--- config.mk ---
export PLATFORM = sky130hd
export DESIGN_NAME = rv_div_unit
export DESIGN_NICKNAME = d
export VERILOG_FILES = /design/src/rtl/rv_div_pkg.sv /design/src/rtl/div_restore_step.sv /design/src/rtl/rv_div_unit.sv
export SDC_FILE = /design/constraint.sdc
export NUM_CORES = 1
export LEC_CHECK = 0
export ABC_AREA = 1
export CAP_MARGIN = 40
export CORE_UTILIZATION = 23
export CTS_CLUSTER_SIZE = 25
export DETAILED_ROUTE_END_ITERATION = 8
export PLACE_DENSITY = 0.42
export SLEW_MARGIN = 20
export SYNTH_ARGS = -nofsm -noshare
export SYNTH_HDL_FRONTEND = slang
export SYNTH_SLANG_ARGS = --single-unit
--- constraint.sdc ---
create_clock -name clk -period 5.95 [get_ports clk]
set_clock_uncertainty 0.05 [all_clocks]
set_input_delay 1.785 -clock clk [delete_from_list [all_inputs] [get_ports clk]]
set_output_delay 1.785 -clock clk [all_outputs]
set_load 0.02 [all_outputs]
--- src/rtl/rv_div_pkg.sv ---
// ============================================================================
// Module : rv_div_pkg
// Brief  : Shared types and helpers for the RV32M multicycle divider.
// Rev    : 1.0
// ============================================================================
`default_nettype none

package rv_div_pkg;

    typedef enum logic [1:0] {
        DIV  = 2'b00,
        DIVU = 2'b01,
        REM  = 2'b10,
        REMU = 2'b11
    } div_op_e;

    typedef enum logic [1:0] {
        IDLE = 2'b00,
        CALC = 2'b01,
        FIX  = 2'b10,
        DONE = 2'b11
    } div_state_e;

    // Bit 0 of the funct3-derived opcode marks the unsigned variants.
    function automatic logic div_is_signed(input div_op_e op);
        return ~op[0];
    endfunction

endpackage

`default_nettype wire

--- src/rtl/div_restore_step.sv ---
// ============================================================================
// Module : div_restore_step
// Brief  : One combinational restoring-division iteration.
// Rev    : 1.0
// ============================================================================
`default_nettype none

module div_restore_step #(
    parameter int WIDTH = 32
) (
    input  logic [WIDTH-1:0] rem_in,
    input  logic             dvd_bit,
    input  logic [WIDTH-1:0] divisor,
    output logic [WIDTH-1:0] rem_out,
    output logic             q_bit
);

    logic [WIDTH:0] w_shifted;
    logic [WIDTH:0] w_trial;

    assign w_shifted = {rem_in, dvd_bit};
    assign w_trial   = w_shifted - {1'b0, divisor};

    // A set top bit of the shifted remainder already exceeds any divisor;
    // otherwise a borrow into bit WIDTH means the trial went negative.
    assign q_bit   = w_shifted[WIDTH] | ~w_trial[WIDTH];
    assign rem_out = q_bit ? w_trial[WIDTH-1:0] : w_shifted[WIDTH-1:0];

endmodule

`default_nettype wire

--- src/rtl/rv_div_unit.sv ---
// ============================================================================
// Module : rv_div_unit
// Brief  : Multicycle DIV/DIVU/REM/REMU unit, one restoring step per cycle.
//          Optional early exit for trivial operands: RV_DIV_FAST_PATH_EN.
// Rev    : 1.0
// ============================================================================
`default_nettype none

module rv_div_unit
    import rv_div_pkg::*;
#(
    parameter int WIDTH = 32,
    parameter int TAG_W = 5
) (
    input  logic             clk,
    input  logic             rst_n,
    input  logic             in_valid,
    output logic             in_ready,
    input  logic [1:0]       in_op,
    input  logic [WIDTH-1:0] in_a,
    input  logic [WIDTH-1:0] in_b,
    input  logic [TAG_W-1:0] in_tag,
    input  logic             flush,
    output logic             out_valid,
    input  logic             out_ready,
    output logic [WIDTH-1:0] out_result,
    output logic [TAG_W-1:0] out_tag,
    output logic             busy
);

    localparam int               CNT_W   = (WIDTH > 1) ? $clog2(WIDTH) : 1;
    localparam logic [WIDTH-1:0] MIN_VAL = {1'b1, {(WIDTH-1){1'b0}}};

    div_state_e       state, state_next;

    logic             r_is_rem;
    logic [TAG_W-1:0] r_tag;
    logic [WIDTH-1:0] r_a;
    logic [WIDTH-1:0] r_abs_a;
    logic [WIDTH-1:0] r_abs_b;
    logic [WIDTH-1:0] r_q;
    logic [WIDTH-1:0] r_r;
    logic             r_neg_q;
    logic             r_neg_r;
    logic             r_div_zero;
    logic             r_ovf;
    logic             r_fast;
    logic [CNT_W-1:0] r_cnt;

    logic             w_accept;
    logic             w_signed;
    logic             w_a_neg;
    logic             w_b_neg;
    logic [WIDTH-1:0] w_abs_a;
    logic [WIDTH-1:0] w_abs_b;
    logic             w_b_zero;
    logic             w_ovf;
    logic             w_short;
    logic [WIDTH-1:0] w_step_r;
    logic             w_step_q;
    logic [WIDTH-1:0] w_quot;
    logic [WIDTH-1:0] w_rem;
    logic [WIDTH-1:0] w_result;

    assign in_ready = (state == IDLE) && !flush;
    assign busy     = (state != IDLE);
    assign w_accept = in_valid && in_ready;

    assign w_signed = div_is_signed(div_op_e'(in_op));
    assign w_a_neg  = w_signed & in_a[WIDTH-1];
    assign w_b_neg  = w_signed & in_b[WIDTH-1];
    assign w_abs_a  = w_a_neg ? -in_a : in_a;
    assign w_abs_b  = w_b_neg ? -in_b : in_b;
    assign w_b_zero = (in_b == '0);
    assign w_ovf    = w_signed && (in_a == MIN_VAL) && (in_b == '1);

`ifdef RV_DIV_FAST_PATH_EN
    assign w_short = w_b_zero | w_ovf | (w_abs_a < w_abs_b);
`else
    assign w_short = 1'b0;
`endif

    div_restore_step #(
        .WIDTH (WIDTH)
    ) u_step (
        .rem_in  (r_r),
        .dvd_bit (r_abs_a[r_cnt]),
        .divisor (r_abs_b),
        .rem_out (w_step_r),
        .q_bit   (w_step_q)
    );

    // Special cases take priority over the magnitude result.
    always_comb begin
        w_quot = r_neg_q ? -r_q : r_q;
        w_rem  = r_neg_r ? -r_r : r_r;
        if (r_div_zero) begin
            w_result = r_is_rem ? r_a : '1;
        end else if (r_ovf) begin
            w_result = r_is_rem ? '0 : MIN_VAL;
        end else begin
            w_result = r_is_rem ? w_rem : w_quot;
        end
    end

    always_ff @(posedge clk or negedge rst_n) begin
        if (!rst_n) begin
            state <= IDLE;
        end else begin
            state <= state_next;
        end
    end

    always_comb begin
        state_next = state;
        case (state)
            IDLE: if (w_accept) state_next = CALC;
            CALC: if (r_fast || (r_cnt == '0)) state_next = FIX;
            FIX:  state_next = DONE;
            DONE: if (out_ready) state_next = IDLE;
            default: state_next = IDLE;
        endcase
        if (flush) begin
            state_next = IDLE;
        end
    end

    always_ff @(posedge clk or negedge rst_n) begin
        if (!rst_n) begin
            out_valid  <= 1'b0;
            out_result <= '0;
            out_tag    <= '0;
            r_is_rem   <= 1'b0;
            r_tag      <= '0;
            r_a        <= '0;
            r_abs_a    <= '0;
            r_abs_b    <= '0;
            r_q        <= '0;
            r_r        <= '0;
            r_neg_q    <= 1'b0;
            r_neg_r    <= 1'b0;
            r_div_zero <= 1'b0;
            r_ovf      <= 1'b0;
            r_fast     <= 1'b0;
            r_cnt      <= '0;
        end else begin
            out_valid <= (state_next == DONE);
            case (state)
                IDLE: begin
                    if (w_accept) begin
                        r_is_rem   <= in_op[1];
                        r_tag      <= in_tag;
                        r_a        <= in_a;
                        r_abs_a    <= w_abs_a;
                        r_abs_b    <= w_abs_b;
                        r_neg_q    <= w_a_neg ^ w_b_neg;
                        r_neg_r    <= w_a_neg;
                        r_div_zero <= w_b_zero;
                        r_ovf      <= w_ovf;
                        r_fast     <= w_short;
                        r_q        <= '0;
                        // Early exit with |a| < |b| leaves the dividend as remainder.
                        r_r        <= w_short ? w_abs_a : '0;
                        r_cnt      <= CNT_W'(WIDTH - 1);
                    end
                end
                CALC: begin
                    if (!r_fast) begin
                        r_r        <= w_step_r;
                        r_q[r_cnt] <= w_step_q;
                        r_cnt      <= r_cnt - 1'b1;
                    end
                end
                FIX: begin
                    if (!flush) begin
                        out_result <= w_result;
                        out_tag    <= r_tag;
                    end
                end
                default: ;
            endcase
        end
    end

endmodule

`default_nettype wire

==> summary.md, run 1 <==
| Metric | Value |
|---|---|
| DP Area | `0.0175 mm2` |
| Failing checks | `design-rule violations` |
| GPL Wtd Cong | `0.957` |
| Synth top cells by count | `613 x nand2_1, 310 x nand3_1, 275 x inv_1` |
| Peak Freq | `0.198 GHz` |
| Core Util, Final | `27.7%` |
| WS Path Type | `reg -> reg` |
| Final non-filler cell total | `3336` |
| Switching Share | `48.5%` |
| CP Capture Type | `register` |
| Initial Util | `23.3%` |
| Largest net degree at the start of global routing | `90` |
| Post-synth ARST share | `100%` |
| # hold bufs at CTS | `0` |
| Status | `complete, but fails checks` |
| Post-route ant nets | `0` |
| Worst-skew pair later-pin latency | `0.57 ns` |
| RSZ-0062 raised after global routing | `no` |
| Leak | `8.75 nW` |
| Final instance area | `0.0183 mm2` |
| Final WL | `62300 um` |
| Initial antenna violation count | `0` |
| Hold depth | `2` |
| Pins Over Slew Limit | `0` |
| Data arrival time of the worst path | `5.44 ns` |
| Global-route wire length before repair | `95800 um` |
| All-Layer GR Usage | `18.3%` |
| Final min period | `5.05 ns` |
| Crit-path cells | `clkinv_1, o21ai_0, o22ai_1, nand2_1, nand4_1, nor2_1, ha_1, inv_1, fa_1, nand2_1, o21ai_2, nand2_1, nand2_2, nand2_1, nand2_2, nand3_4, nand2_4, inv_4, nand2_1, nand3_1, nand2_1` |
| Initial DRT Pass Iterations | `7` |
| Num rows | `94` |
| Worst-path maximum fanout | `43` |
| Worst VDD drop | `184 uV` |
| WP data required | `6.34 ns` |
| Max cap viols | `0` |
| Post-synth top flop | `dfrtp_1` |
| Reg2reg end | `r_r[21]` |
| Seq cells post-synth | `214` |
| Root Buffer | `clkbuf_16` |
| Ports | `116` |
| Hold/Removal Path Class | `reg -> reg` |
| Hold EP | `r_a[2]` |
| Clock Power Share | `20.7%` |
| Total CTS buffers | `27` |
| Crit path launch type | `register` |
| Cell mode on critical path | `nand2_1` |
| Count of cell types in the netlist | `51` |
| Register share of total power | `28.0%` |
| Worst slew margin | `42.8%` |
| Post-DP HPWL | `48300 um` |
| Core area | `0.0661 mm2` |
| PwrDens | `412 mW/mm2` |
| Die area | `0.0681 mm2` |
| Layout area overhead | `18.9%` |
| NetSw | `3.66 mW` |
| Worst path slowest cell | `dfrtp_1` |
| GRT Residual Overflow | `0` |
| Worst r2r path cells | `21` |
| Die H | `261 um` |
| Leading post-synthesis cells by cell area | `dfrtp_1 35%, nand2_1 15%, nand3_1 10%, inv_1 6.7%, nor2_1 6.6%` |
| Synthesized instance count | `2370` |
| Nets | `2575` |
| Total power | `7.55 mW` |
| H-tree Lvls | `1` |
| Setup WS post-layout | `0.901 ns` |
| Vias in the first global route | `15.9k` |
| Number of flops mapped to enable cells by yosys | `0` |
| Post-route clock period utilization | `84.8%` |
| Most frequent cell after synthesis | `nand2_1` |
| Ant. Diodes | `0` |
| Number of failing hold endpoints at the final stage | `0` |
| Place WS | `0.941 ns` |
| Worst hold slack | `0.429 ns` |
| HP Start | `r_a[2]` |
| FF-to-FF Start | `r_cnt[0]` |
| Worst Tran Pin Value | `0.855 ns` |
| Reg2Reg Setup Slack | `0.90 ns` |
| Max incr delay on CP | `0.71 ns` |
| Yosys warning count | `0` |
| Synthesized area per cell | `6.51 um2` |
| Internal power | `3.89 mW` |
| Count of final setup violators | `0` |
| Post-CTS Setup Inserts | `0` |
| Die width | `261 um` |
| Resized Gates After CTS | `0` |
| Part of the Yosys area used for sequential elements | `34.7%` |
| CTS tree | `done` |
| Layout cells sized above 1 | `3.88%` |
| Dpl cells | `3289` |
| DR WL/cell | `18.7 um` |
| DRT iter0 DRCs | `1422` |
| Combinational Power Share | `51.3%` |
| Synth top area share | `34.7%` |
| Post-Synthesis Cell Area | `0.0154 mm2` |
| Vias per std cell | `4.83` |
| Vias post-DR | `16.1k` |
| Worst-path clk slew | `0.06 ns` |
| Clock sink count | `214` |
| IO buf count | `115` |
| Final setup TNS | `0 ns` |
| Clock buffer depth | `3` |
| Synth Net Count | `2489` |
| Yosys top cell by area | `dfrtp_1` |
| DRC Markers | `2` |
## flip-flops by register name (all words and copies together), names as in the netlist, 31 cells and up
name,count
r_a,32
r_abs_a,31
r_q,32
out_result,32
r_abs_b,32
r_r,32
## power groups by stage
| stage | clock (mW) | sequential, mW | combinational (mW) |
|---|---|---|---|
| finish | 1.56 | 2.11 | 3.87 |
| global route | 1.67 | 2.16 | 4.38 |
| CTS | 1.62 | 2.12 | 3.87 |
| detailed placement | 0 | 2.15 | 3.85 |
| global placement | 0 | 2.14 | 3.85 |
| floorplan | 0 | 2.00 | 2.69 |
## layer usage
metal	share of wire (%)	GRT usage [%]	vias up
met3	5.1	2.52	68
met1	47	25.5	7665
met5	0	0	-
met4	2.3	4.65	0
met2	45	29.6	401
li1	-	-	7975
## worst max-delay path by stage
stage / start / to / slack, ns / cells past startpoint
floorplan: flush / in_ready / 2.09 / 1
finish: r_cnt[0] / r_r[21] / 0.90 / 21
global placement: flush / in_ready / 0.97 / 3
detailed placement: r_cnt[0] / r_r[22] / 0.94 / 21
CTS: r_cnt[0] / r_r[22] / 0.89 / 21
global route: r_cnt[0] / r_r[19] / 0.34 / 21
## area by class of cell
type / count / area, um2
clock buffer: 42 / 782
clock inverter: 3 / 18.8
fill: 7402 / 47800
inverter: 286 / 1080
multi-input combinational: 1786 / 8640
sequential: 214 / 5360
tap: 864 / 1080
timing repair buffer: 141 / 1380
## kinds of logic after synthesis
kind of cell | synth area share, %
fa+ha+maj | 3.54
xor+xnor | 1.99
compound gates | 13.7
buf+inv | 9.32
simple gates | 36.7
flops | 34.7
## worst max-delay path, delay by kind of cell, from the launching register on
kind                       cells  cell delay, ns
and+or+nand+nor               13            1.73
buffers and inverters          3            1.23
DFF                            1            0.71
AOI/OAI and AO/OA              3            0.54
adders and majority gates      2            0.65
## cells in the final DEF (no fill, tap or decap), types with 4 or more instances in the layout
master | netlist | layout
a21oi_1 | 85 | 85
a22oi_1 | 4 | 4
a31oi_1 | 20 | 20
buf_2 | 19 | 5
buf_4 | 2 | 17
clkbuf_1 | 57 | 10
clkbuf_16 | 0 | 27
clkbuf_8 | 0 | 5
clkdlybuf4s50_1 | 0 | 114
clkinv_1 | 4 | 4
dfrtp_1 | 214 | 214
ha_1 | 42 | 42
inv_1 | 275 | 274
inv_2 | 6 | 7
nand2_1 | 613 | 613
nand3_1 | 310 | 310
nand3b_1 | 6 | 6
nand4_1 | 49 | 49
nor2_1 | 273 | 272
nor2_2 | 8 | 9
nor3_1 | 33 | 33
nor4_1 | 6 | 6
o211ai_1 | 13 | 13
o21ai_0 | 194 | 194
o21ai_1 | 35 | 35
o21bai_1 | 6 | 6
o221ai_1 | 4 | 4
o22ai_1 | 8 | 8
o31ai_1 | 6 | 6
xnor2_1 | 10 | 10
xor2_1 | 25 | 25
No activity file was read; power rests on OpenSTA's default activity.
==> inputs of run 2 (changes only) <==
- PLACE_DENSITY: 0.42 -> 0.44
- clock period: 5.95 -> 4.4 ns (I/O delays scaled with it)
==> summary.md, run 2 (synthesis gave the netlist of run 1 again) <==
| Metric | Value |
|---|---|
| # hold bufs at CTS | `0 (unchanged)` |
| DRT iter0 DRCs | `1369 (-3.7%)` |
| Post-route ant nets | `0 (unchanged)` |
| WP buf/inv | `2 (-1)` |
| Peak Freq | `0.254 GHz` |
| IO buf count | `115 (unchanged)` |
| RSZ-0062 raised after global routing | `no` |
| DRC Markers | `2 (unchanged)` |
| Vias post-DR | `16.2k (+0.49%)` |
| Initial DRT Pass Iterations | `8 (+1)` |
| FF-to-FF Start | `r_cnt[0]` |
| H-tree Lvls | `1 (unchanged)` |
| Status | `complete, but fails checks` |
| Die area | `0.0681 mm2 (unchanged)` |
| Worst Tran Pin Value | `0.828 ns (-0.0273 ns)` |
| Worst r2r path cells | `20 (-4.8%)` |
| Nets | `2583 (+0.31%)` |
| Worst-path maximum fanout | `2 (-95%)` |
| Total CTS buffers | `27 (unchanged)` |
| Die H | `261 um (unchanged)` |
| Initial antenna violation count | `0 (unchanged)` |
| Hold EP | `out_tag[2]` |
| Largest net degree at the start of global routing | `101 (+12%)` |
| Vias in the first global route | `15.7k (-0.96%)` |
| Post-DP HPWL | `48100 um (-0.46%)` |
| Cell mode on critical path | `clkdlybuf4s50_1` |
| Worst-path clk slew | `0.05 ns (about the same)` |
| Number of fill cells | `7426 (+0.32%)` |
| Ant. Diodes | `0 (unchanged)` |
| Total power | `10.6 mW (+40%)` |
| Max cap viols | `0 (unchanged)` |
| CP Capture Type | `primary output` |
| Vias per std cell | `4.84 (+0.13%)` |
| HP Start | `out_tag[2]` |
| Commonest non-fill, non-tap cells in the layout | `613 x nand2_1, 310 x nand3_1, 274 x inv_1` |
| Hold/Removal Path Class | `reg -> reg` |
| Data arrival time of the worst path | `2.56 ns (-2.88 ns)` |
| WS Path Type | `in -> out` |
| GRT Residual Overflow | `0 (unchanged)` |
| Post-route clock period utilization | `89.4%` |
| Worst hold slack | `0.425 ns (-0.00351 ns)` |
| Num rows | `94 (unchanged)` |
| Setup WS post-layout | `0.466 ns (-0.436 ns)` |
| Global-route wire length before repair | `95000 um (-0.86%)` |
| Commonest non-fill, non-tap cell in the layout | `nand2_1` |
| Ports | `116 (unchanged)` |
| Count of final setup violators | `0 (unchanged)` |
| Worst path slowest cell | `clkdlybuf4s50_1` |
| All-Layer GR Usage | `18.0% (-0.25 points)` |
| Layout area overhead | `20.4%` |
| Final min period | `3.93 ns` |
| PwrDens | `571 mW/mm2 (+39%)` |
| Crit-path cells | `clkdlybuf4s50_1, nor2_2, clkdlybuf4s50_1` |
| Failing checks | `design-rule violations` |
| Reg2reg end | `r_r[16]` |
| CTS tree | `done` |
| Root Buffer | `clkbuf_16` |
| Initial Util | `23.3% (unchanged)` |
| Final WL | `61800 um (-0.69%)` |
| Clock sink count | `214 (unchanged)` |
| Worst VDD drop | `296 uV (+61%)` |
| Clock buffer depth | `3 (unchanged)` |
| Final setup TNS | `0 ns (unchanged)` |
| GPL Wtd Cong | `0.906 (-5.3%)` |
| Post-CTS Setup Inserts | `0 (unchanged)` |
| Number of failing hold endpoints at the final stage | `0 (unchanged)` |
| Worst-skew pair later-pin latency | `0.58 ns (about the same)` |
| Die width | `261 um (unchanged)` |
| Max incr delay on CP | `0.63 ns (-0.08 ns)` |
| Crit path launch type | `primary input` |
| Resized Gates After CTS | `0 (unchanged)` |
| Hold depth | `2 (unchanged)` |
| Layout cells sized above 1 | `4.51% (+0.63 points)` |
| DR WL/cell | `18.5 um (-1.0%)` |
| CP delay by family, top | `buffers and inverters` |
| Pins Over Slew Limit | `0 (unchanged)` |
| Reg2Reg Setup Slack | `0.67 ns (-0.23 ns)` |
| Worst slew margin | `44.8% (+2.0 points)` |
| Place WS | `0.462 ns (-0.479 ns)` |
| Leak | `8.86 nW (+1.3%)` |
| WP data required | `3.03 ns (-3.31 ns)` |
| Core area | `0.0661 mm2 (unchanged)` |
-- run 2: worst max path at each step --
| stage | start | end | slack (ns) | depth (start not counted) |
|---|---|---|---|---|
| 6_report | flush | in_ready | 0.47 | 3 |
| 5_1_grt | r_cnt[0] | r_r[27] | 0.26 | 22 |
| 4_1_cts | flush | in_ready | 0.46 | 3 |
| 3_5_place_dp | flush | in_ready | 0.46 | 3 |
| 3_3_place_gp | flush | in_ready | 0.48 | 3 |
| 2_1_floorplan | r_cnt[0] | r_r[26] | 1.31 | 24 |
-- run 2: worst reg2reg max path: stages, from the launching register on --
cell and delay (ns):
dfrtp_1 0.40, clkinv_1 0.31, o21ai_0 0.28, o22ai_1 0.10, nand2_1 0.07, nand4_1 0.09
nor2_1 0.28, ha_1 0.22, inv_1 0.08, fa_1 0.43, nand2_1 0.13, o21ai_2 0.10
nand2_1 0.09, nand2_2 0.08, nand2_1 0.08, nand2_2 0.08, nand3_4 0.08, buf_4 0.28
nand3_1 0.13, nand3_1 0.11, o21ai_0 0.09
-- run 2: per-stage QoR --
step | area [um2] | std cells | util [%]
global placement | 17600 | 3299 | 26.7
detailed placement | 17600 | 3299 | 26.7
finish | 18600 | 3348 | 28.1
global route | 18600 | 3348 | 28.1
CTS | 18600 | 3348 | 28.1
floorplan | 15400 | 2370 | -
-- run 2: power breakdown --
| part | switching [mW] | internal [mW] |
|---|---|---|
| clock | 0.953 | 1.43 |
| sequential | 0.439 | 2.39 |
| combinational | 3.64 | 1.74 |
| total | 5.03 | 5.56 |
-- run 2: final cells by class --
| class | count | area [um2] | area share (%) |
|---|---|---|---|
| Timing Repair Buffer | 149 | 1470 | 7.94 |
| Multi-Input combinational cell | 1786 | 8640 | 46.6 |
| Inverter | 286 | 1080 | 5.80 |
| Clock inverter | 9 | 139 | 0.748 |
| Sequential cell | 214 | 5360 | 28.8 |
| Clock buffer | 40 | 795 | 4.28 |
| Tap cell | 864 | 1080 | 5.82 |
-- run 2: per-layer routing --
layer,wire length (um),GRT usage (%)
met4,1140,3.98
met2,28200,29.4
met1,28900,25.1
met3,3670,2.80
met5,0,0
==> inputs of run 3 (changes only) <==
- PLACE_DENSITY: 0.44 -> 0.47
- SKIP_LAST_GASP: unset -> 1
- TNS_END_PERCENT: unset -> 100
==> summary.md, run 3 (synthesis gave the netlist of run 1 again) <==
| Metric | Value |
|---|---|
| Die area | `0.0681 mm2 (unchanged)` |
| Worst Tran Pin Value | `0.904 ns (+0.0766 ns)` |
| Initial DRT Pass Iterations | `7 (-1)` |
| Layout area overhead | `20.7%` |
| Data arrival time of the worst path | `2.57 ns (about the same)` |
| H-tree Lvls | `1 (unchanged)` |
| HP Start | `r_a[19]` |
| Clock buffer depth | `3 (unchanged)` |
| Max incr delay on CP | `0.63 ns (about the same)` |
| DR WL/cell | `18.1 um (-2.1%)` |
| Total CTS buffers | `28 (+3.7%)` |
| RSZ-0062 raised after global routing | `no` |
| Failing checks | `design-rule violations` |
| Worst slew margin | `39.7% (-5.1 points)` |
| Worst VDD drop | `338 uV (+14%)` |
| Reg2reg end | `r_q[3]` |
| Num rows | `94 (unchanged)` |
| Worst-path clk slew | `0.06 ns (about the same)` |
| CP Capture Type | `primary output` |
| Met2 Use GR | `29.0% (-0.31 points)` |
| Vias per std cell | `4.90 (+1.4%)` |
| Ports | `116 (unchanged)` |
| Global-route wire length before repair | `94400 um (-0.60%)` |
| Grt peak-use layer | `met2` |
| Worst-path maximum fanout | `2 (unchanged)` |
| Final setup TNS | `0 ns (unchanged)` |
| Reg2Reg Setup Slack | `0.53 ns (-0.14 ns)` |
| Initial antenna violation count | `1 (+1)` |
| Hold/Removal Path Class | `reg -> reg` |
| Root Buffer | `clkbuf_16` |
| Pins Over Slew Limit | `0 (unchanged)` |
| # hold bufs at CTS | `0 (unchanged)` |
| Layout cells sized above 1 | `4.82% (+0.31 points)` |
| Commonest non-fill, non-tap cell in the layout | `nand2_1` |
| Final WL | `60700 um (-1.9%)` |
| DRC Markers | `8 (+6)` |
| Hold depth | `2 (unchanged)` |
| Post-CTS Setup Inserts | `0 (unchanged)` |
| Post-DP HPWL | `47200 um (-1.8%)` |
| DRT iter0 DRCs | `1333 (-2.6%)` |
| Crit-path cells | `clkdlybuf4s50_1, nor2_2, clkdlybuf4s50_1` |
| Largest net degree at the start of global routing | `98 (-3.0%)` |
| Count of final setup violators | `0 (unchanged)` |
| CTS tree | `done` |
| FF-to-FF Start | `r_cnt[0]` |
| Max cap viols | `0 (unchanged)` |
| Status | `complete, but fails checks` |
| Crit path launch type | `primary input` |
| Post-route ant nets | `0 (unchanged)` |
| Setup WS post-layout | `0.457 ns (-0.00901 ns)` |
| Peak Freq | `0.254 GHz (-0.23%)` |
| Nets | `2589 (+0.23%)` |
| GPL Wtd Cong | `0.952 (+5.1%)` |
| WP data required | `3.03 ns (about the same)` |
| WS Path Type | `in -> out` |
| Met3 Resource Use GR | `2.56% (-0.24 points)` |
| Number of failing hold endpoints at the final stage | `0 (unchanged)` |
| Cell mode on critical path | `clkdlybuf4s50_1` |
| Clock sink count | `214 (unchanged)` |
| All-Layer GR Usage | `17.8% (-0.24 points)` |
| Die width | `261 um (unchanged)` |
| Worst r2r path cells | `20 (unchanged)` |
| IO buf count | `115 (unchanged)` |
| PwrDens | `563 mW/mm2 (-1.2%)` |
| GRT Residual Overflow | `0 (unchanged)` |
| Place WS | `0.447 ns (-0.0147 ns)` |
| Vias in the first global route | `15.9k (+1.2%)` |
| Die H | `261 um (unchanged)` |
| Met1 Usage GRT | `24.5% (-0.57 points)` |
| Initial Util | `23.3% (unchanged)` |
| Worst-skew pair later-pin latency | `0.58 ns (about the same)` |
| Hold EP | `r_a[19]` |
| Final min period | `3.94 ns (+0.00901 ns)` |
| Commonest non-fill, non-tap cells in the layout | `613 x nand2_1, 310 x nand3_1, 274 x inv_1` |
| Vias post-DR | `16.4k (+1.6%)` |
| Post-route clock period utilization | `89.6% (+0.20 points)` |
| Resized Gates After CTS | `0 (unchanged)` |
| Core area | `0.0661 mm2 (unchanged)` |
| Worst path slowest cell | `clkdlybuf4s50_1` |
| Leak | `8.89 nW (+0.29%)` |
[run 3: cell types whose count changed in the layout (fill, tap and decap cells not counted), sizes merged]
| cell | before | now |
|---|---|---|
| clkinvlp | 0 | 2 |
| clkinv | 9 | 10 |
| buf | 35 | 40 |
| bufinv | 3 | 1 |
| inv | 283 | 282 |
| clkbuf | 40 | 41 |
| diode | 0 | 1 |
[run 3: where the power goes]
group / internal [mW] / total (mW) / leakage (nW) / switching (mW)
Sequential: 2.39 / 2.82 / 2.69 / 0.429
Clock: 1.39 / 2.34 / 0.458 / 0.952
Combinational: 1.73 / 5.33 / 5.74 / 3.59
[run 3: cell type report]
class	count	area, um2
fill	7363	47500
antenna	1	2.50
clock buffer	41	851
inverter	286	1080
sequential	214	5360
clock inverter	9	86.3
multi-input combinational	1786	8640
tap	864	1080
timing repair buffer	154	1520
[run 3: critical path, delay by kind of cell]
family / cells / cell delay [ns]
buffers and inverters: 2 / 1.07
AND/OR/NAND/NOR: 1 / 0.18
[run 3: routing by layer]
metal | up-vias | routed length, um
met5 | - | 0
met2 | 523 | 27500
met1 | 7832 | 27900
met4 | 0 | 1460
li1 | 8008 | -
met3 | 83 | 3880
[run 3: how the worst max path moves through the flow]
stage,start,endpoint,slack [ns],cells past startpoint
global placement,flush,in_ready,0.48,3
CTS,flush,in_ready,0.45,3
finish,flush,in_ready,0.46,3
floorplan,r_cnt[0],r_r[26],1.31,24
global route,r_cnt[0],r_r[12],0.07,20
detailed placement,flush,in_ready,0.45,3
[run 3: stage by stage]
stage | instances | hold slack [ns] | utilization (%) | power [mW] | area [um2]
2_1_floorplan | 2370 | 0.394 | - | 6.35 | 15400
3_3_place_gp | 3301 | 0.406 | 26.7 | 8.11 | 17600
3_5_place_dp | 3303 | 0.412 | 26.7 | 8.13 | 17700
4_1_cts | 3353 | 0.428 | 28.2 | 10.5 | 18600
5_1_grt | 3354 | 0.442 | 28.2 | 11.3 | 18600
6_report | 3355 | 0.428 | 28.2 | 10.5 | 18600
